[src/rtl/hdmi_gearbox.sv]
// MSB-first width gearbox: packs IN_WIDTH-bit pixels into OUT_WIDTH-bit FIFO words,
// with sync-triggered zero-padded flush, first-word marking and dropped-word accounting.
module hdmi_gearbox #(
    parameter int IN_WIDTH       = 24,
    parameter int OUT_WIDTH      = 32,
    parameter int FLUSH_MODE     = 1,
    parameter int DROP_CNT_WIDTH = 16
) (
    input  logic                      i_clock,
    input  logic                      i_reset,
    input  logic [IN_WIDTH-1:0]       i_hdmiData,
    input  logic                      i_dataValid,
    input  logic                      i_hSync,
    input  logic                      i_vSync,
    input  logic                      i_fifoFull,
    output logic [OUT_WIDTH-1:0]      o_fifoData,
    output logic                      o_dataValid,
    output logic                      o_firstWord,
    output logic                      o_overflow,
    output logic [DROP_CNT_WIDTH-1:0] o_dropCount
);

    localparam int ACC_W  = OUT_WIDTH + IN_WIDTH - 1;
    localparam int FILL_W = $clog2(OUT_WIDTH + IN_WIDTH);

    logic [ACC_W-1:0]     r_acc;
    logic [FILL_W-1:0]    r_fill;
    logic                 r_vsync_d;
    logic                 r_hsync_d;
    logic                 r_first;

    logic [ACC_W-1:0]     w_pix_ext;
    logic [ACC_W-1:0]     w_merged;
    logic [FILL_W-1:0]    w_sum;
    logic                 w_full_word;
    logic                 w_edge;
    logic                 w_done;
    logic                 w_is_data;
    logic [OUT_WIDTH-1:0] w_word;

    // Bits below r_fill in r_acc are always zero, so a plain OR appends the pixel.
    assign w_pix_ext   = {i_hdmiData, {(OUT_WIDTH-1){1'b0}}};
    assign w_merged    = r_acc | (w_pix_ext >> r_fill);
    assign w_sum       = r_fill + FILL_W'(IN_WIDTH);
    assign w_full_word = (w_sum >= FILL_W'(OUT_WIDTH));

    always_comb begin
        w_edge = 1'b0;
        if (FLUSH_MODE != 0 && i_vSync && !r_vsync_d)
            w_edge = 1'b1;
        if (FLUSH_MODE == 2 && i_hSync && !r_hsync_d)
            w_edge = 1'b1;
    end

    always_comb begin
        w_done    = 1'b0;
        w_is_data = 1'b0;
        w_word    = r_acc[ACC_W-1 -: OUT_WIDTH];
        if (w_edge) begin
            w_done = (r_fill != '0);
        end else if (i_dataValid && w_full_word) begin
            w_done    = 1'b1;
            w_is_data = 1'b1;
            w_word    = w_merged[ACC_W-1 -: OUT_WIDTH];
        end
    end

    always_ff @(posedge i_clock or posedge i_reset) begin
        if (i_reset) begin
            r_acc       <= '0;
            r_fill      <= '0;
            r_vsync_d   <= 1'b0;
            r_hsync_d   <= 1'b0;
            r_first     <= 1'b0;
            o_fifoData  <= '0;
            o_dataValid <= 1'b0;
            o_firstWord <= 1'b0;
            o_overflow  <= 1'b0;
            o_dropCount <= '0;
        end else begin
            r_vsync_d   <= i_vSync;
            r_hsync_d   <= i_hSync;
            o_dataValid <= 1'b0;
            o_firstWord <= 1'b0;

            // The pixel on an edge cycle starts the new alignment after the flush.
            if (w_edge) begin
                r_first <= 1'b1;
                if (i_dataValid) begin
                    r_acc  <= w_pix_ext;
                    r_fill <= FILL_W'(IN_WIDTH);
                end else begin
                    r_acc  <= '0;
                    r_fill <= '0;
                end
            end else if (i_dataValid) begin
                if (w_full_word) begin
                    r_acc  <= w_merged << OUT_WIDTH;
                    r_fill <= w_sum - FILL_W'(OUT_WIDTH);
                end else begin
                    r_acc  <= w_merged;
                    r_fill <= w_sum;
                end
            end

            // A dropped word still advances the accumulator and consumes the first-word flag.
            if (w_done) begin
                if (w_is_data)
                    r_first <= 1'b0;
                if (i_fifoFull) begin
                    o_overflow <= 1'b1;
                    if (o_dropCount != {DROP_CNT_WIDTH{1'b1}})
                        o_dropCount <= o_dropCount + 1'b1;
                end else begin
                    o_dataValid <= 1'b1;
                    o_fifoData  <= w_word;
                    o_firstWord <= w_is_data && r_first;
                end
            end
        end
    end

endmodule

[config.mk]
export PLATFORM = sky130hd
export DESIGN_NAME = hdmi_gearbox
export DESIGN_NICKNAME = d
export VERILOG_FILES = /design/src/rtl/hdmi_gearbox.sv
export SDC_FILE = /design/constraint.sdc
export NUM_CORES = 1
export LEC_CHECK = 0
export CAP_MARGIN = 20
export CELL_PAD_IN_SITES_DETAIL_PLACEMENT = 2
export CELL_PAD_IN_SITES_GLOBAL_PLACEMENT = 2
export CORE_UTILIZATION = 43
export DETAILED_ROUTE_END_ITERATION = 7
export DONT_BUFFER_PORTS = 1
export HOLD_SLACK_MARGIN = 0.12
export PLACE_DENSITY = 0.85
export SYNTH_ARGS = -nofsm -noshare
export SYNTH_HDL_FRONTEND = slang
export SYNTH_SLANG_ARGS = --single-unit
[constraint.sdc]
create_clock -name i_clock -period 5.05 [get_ports i_clock]
set_clock_uncertainty 0.05 [all_clocks]
set_input_delay 0.505 -clock i_clock [delete_from_list [all_inputs] [get_ports i_clock]]
set_output_delay 0.505 -clock i_clock [all_outputs]
set_load 0.005 [all_outputs]
Word-level counts from Yosys, hierarchy flattened
Index checks and enable logic that the tools add are counted.

Add/subtract/negate cells: 3. $lt $le $gt $ge: 1. Equal/unequal tests: 1. Shifts and indexed selects: 1. Multiplexer cells: 21. Bitwise gates (word level): 2. Reductions and logical operators: 9.

Operators by type and width (count): $mux W55 (4); $mux W32 (2); $or A55 B55 Y55 (1); $shr A55 B6 Y55 (1); $mux W6 (3); $add A16 B1 Y16 const B (1); $ne A16 B16 Y1 const B (1); $mux W1 (11); $add A6 B5 Y6 const B (1); $ge A6 B6 Y1 const B (1); $reduce_bool A6 Y1 (1); $sub A6 B6 Y6 const B (1); $mux W5 (1); $reduce_and A2 Y1 (2); $logic_and A1 B1 Y1 (3); $reduce_and A3 Y1 (1); $reduce_bool A2 Y1 (1); $logic_not A1 Y1 (1); $not A1 Y1 (1).

Register bits after elaboration: 114. Output and inout port bits: 51.

Longest topological paths before layout
Depth in word-level cells: 8. Depth in mapped cells: 12. Gate-level depth less buffers: 7.

Worst setup path after synthesis
No wires, ideal clock.

Kind: register -> register. Start point: reg r_fill[4]. End point: reg o_fifoData[0]. Arrival time: 2228 ps. Required time: 4867 ps. Setup slack: 2639 ps. Cell stages (with the launch flop): 13. Path buffers: 5. Cells stage by stage: dfrtp_1 buf_2 buf_4 buf_2 inv_1 ha_1 xor2_2 nor3_4 o21bai_1 buf_4 buf_4 nand2_1 o21ai_0.

Word-level cells in the longest chain between the ends: 6. Elaborated cells on any way between the ends: 11.

Ends and longest elaborated chain: start, declared (line 27) `logic [FILL_W-1:0] r_fill;`; start signal, assigned (line 91) `r_fill <= FILL_W'(IN_WIDTH);`; start signal, assigned (line 99) `r_fill <= w_sum - FILL_W'(OUT_WIDTH);`; start signal, assigned (line 102) `r_fill <= w_sum;`; $add A6 B5 Y6 (line 44) `assign w_sum = r_fill + FILL_W'(IN_WIDTH);`; $ge A6 B6 Y1 (line 45) `assign w_full_word = (w_sum >= FILL_W'(OUT_WIDTH));`; $logic_and A1 B1 Y1 (line 61) `end else if (i_dataValid && w_full_word) begin`; $mux W1 (line 61); $mux W1 (line 59) `if (w_edge) begin`; $reduce_and A2 Y1 (no source line); end signal, assigned (line 116) `o_fifoData <= w_word;`; end, declared (line 16) `output logic [OUT_WIDTH-1:0] o_fifoData,`.

Several ways; a longest one is shown, not always the timed one. A chain may end at the register's enable or synchronous reset.

Worst setup path in the final report
Start point: reg r_fill[3]. End point: reg o_fifoData[3].

The elaborated chain is that of the path after synthesis.

==> impl_metrics.ini <==
[power]
seq_power_share_pct = 44.9
swShare_pct = 38.0
p_sw_mw = 1.13
power_frac_comb_pct = 30.0
leakage_nw = 2.58
power_frac_clock_pct = 25.1
irDropWorstVdd_v = 0.000239
pwr_density_cell_nw_per_um2 = 482
total_power_mw = 2.96
internal_power_mw = 1.84

[synth]
synth-xor-area-share_pct = 2.87
synthDistinctLibCells = 51
syn_nets = 641
synth_edf_count = 0
yosys_warnings = 0
synth_ff_type = dfrtp_1
netlist_area_sq_um = 5720
ys_ff_latch = 111
syn_area_per_cell_sq_um = 9.39
synth_compound_area_share_pct = 25.0
synth_top_family_by_area = compound AO/OA/AOI/OAI gates
async_flop_share_pct = 100
synth_adder_area_share_pct = 0.438
ys_seq_area_share_pct = 48.6
synthMuxAreaShare_pct = 4.57
synth-simple-area-share_pct = 14.4
synth_cells = 609

[cells_and_area]
mostFrequentLayoutCells = dfrtp_1, nand2_1, a21oi_1, o21ai_0, nor2_1
fin_util_pct = 48.1
syn_to_final_growth_pct = 7.55
mostFrequentLayoutCell = dfrtp_1
insertedDiodeCount = 0
drive_gt1_share_pct = 9.18
post-route-cell-area_sq_um = 6150
nNetsFinal = 628

[critical_path]
arrival_ns = 3.26
crit_fanout = 33
critPathSlowestCell = o21bai_4
path_common_cell = buf_4
cp_top_family = buffers and inverters
startpoint = r_fill[3]$_DFFE_PP0N_
start_kind = register
cp.required_ns = 5.23
r2r_start = r_fill[3]$_DFFE_PP0N_
critPathMaxStageDelay_ns = 0.68
cp_num_buf_inv = 3
path_class = register to register
end_kind = register
path_cells = inv_1, ha_1, xor2_2, nor3_4, buf_4, o21bai_4, buf_4, o21ai_0

[drt]
via_per_inst = 6.57
routed_wl_mm = 20.1
drtIter0Drc = 220
antenna_left = 0
routedWlPerCell_microns = 26.1
first_pass_iters = 4
vias = 5063
drc = 0

[clocking]
clockBufferDepth = 2
path_clk_slew_ns = 0.07
postCtsResizedCells = 0
cts_tree = built
clock_sinks = 111
h-tree-depth = 3
clock_latency_ns = 0.37
cts_made_buffers = 9
cts-root-buf = clkbuf_16
post_cts_buffers = 0
postCtsHoldBufs = 1

[floorplan]
chipHeight_microns = 117
num_rows = 41
core_area_sq_um = 12800
num_io_pins = 81
start_util_pct = 44.8
dieArea_sq_um = 13800
die_x_microns = 117

[timing]
drv_slew = 0
setup_viol = 0
period_minus_slack_ns = 3.08
holdWs_ns = 0.153
worst_pin_slew_ns = 1.02
fmax_mhz = 325
rsz0062_at_grt = false
finalHoldViolCount = 0
min_period_over_period_pct = 61.0
max_slew_margin_pct = 31.9
fin_tns_setup_ns = 0

[place]
io_buffers = 0
gp_congestion = 0.844
dpl_cell_area_sq_um = 5830
hpwl_mm = 13.1

[global_route]
grt_pass1_vias = 5735
grt_max_degree = 74
antenna_found_initial = 0
grt_pass1_wl_mm = 32.0
grt-ovfl-total = 0
gr-usage-all-layers_pct = 30.1

[hold_path]
hp-class = primary input to register
hold_start = i_fifoFull

[outcome]
status = finished clean

[run]
drv_cap = 0
path summary, 6_finish.rpt:
path,to,slack [ns],depth (start not counted)
hold / removal,o_firstWord$_DFF_PP0_,0.15,1
max in group asynchronous,o_fifoData[1]$_DFFE_PP0P_,3.66,2
hold reg to reg,o_overflow$_DFFE_PP0P_,0.45,1
min in group asynchronous,o_fifoData[13]$_DFFE_PP0P_,0.17,1
setup reg to reg,o_fifoData[3]$_DFFE_PP0P_,1.97,8
setup / recovery,o_fifoData[3]$_DFFE_PP0P_,1.97,8
synthesized netlist by cell type, drive strengths merged (2+ instances only):
library cell  count  area [sq um]
a22oi             7          52.6
nand2b            4          25.0
ha                2          25.0
and3              5          31.3
inv               6          22.5
o221ai           13           114
and2              2          12.5
nand3             6          30.0
nand2            79           297
nor2             60           233
xnor2            10          95.1
a2111oi           2          30.0
nor2b             3          18.8
a21oi            70           354
o21a             12          97.6
xor2              7          68.8
mux2i            16           160
dfrtp           111          2780
o211ai            8          60.1
buf              26           161
o21ai            69           349
a31oi            15          93.8
clkbuf           12          45.0
a211oi            8          60.1
nor4              3          37.5
and4              3          26.3
mux2              9           101
a21o              2          15.0
nor3              7          56.3
nor3b             2          26.3
nand4             5          31.3
a221oi           20           175
layout make-up:
type,instances,area (sq um)
tap,172,215
sequential,111,2780
fill,1353,6630
inverter,7,28.8
timing repair buffer,14,115
multi-input combinational,453,2720
clock inverter,4,55.1
clock buffer,10,239
metrics by stage:
| step | setup WS, ns | std cells |
|---|---|---|
| floorplan | 1.56 | 609 |
| global route | 1.76 | 771 |
| global placement | 2.14 | 755 |
| finish | 1.97 | 771 |
| CTS | 1.97 | 770 |
| detailed placement | 2.00 | 755 |
power groups by stage:
stage | registers, mW | clock network, mW | logic [mW]
floorplan | 1.28 | 0 | 0.651
global placement | 1.32 | 0 | 0.811
detailed placement | 1.34 | 0 | 0.873
CTS | 1.33 | 0.753 | 0.890
global route | 1.36 | 0.783 | 0.980
finish | 1.33 | 0.744 | 0.889
worst register-to-register path, stage by stage (launching register included):
cell	delay (ns)
dfrtp_1	0.40
inv_1	0.16
ha_1	0.41
xor2_2	0.30
nor3_4	0.09
buf_4	0.25
o21bai_4	0.68
buf_4	0.46
o21ai_0	0.15
registers in the layout, indices dropped and copies added, names as in the netlist:
name / cells
r_acc: 55
o_fifoData: 32
o_dropCount: 16
r_fill: 3
o_dataValid: 1
o_firstWord: 1
o_overflow: 1
r_first: 1
r_vsync_d: 1
layer usage:
metal  GRT usage, %  share of wire [%]  up-vias
met5              0                  0        -
met4           16.2                3.6        0
met3           6.08                5.5       56
met2           51.7                 51      149
met1           35.3                 40     2659
li1               -                  -     2199
cells by family (layout without fill, tap and decap cells):
group,Yosys count,after routing
AOI/OAI and AO/OA,230,230
xor gates and xnor gates,17,17
adders and majority gates,2,2
buffers and inverters,45,35
DFF,111,111
muxes,25,25
and+or+nand+nor,179,179
(Power assumes the default switching activity.)
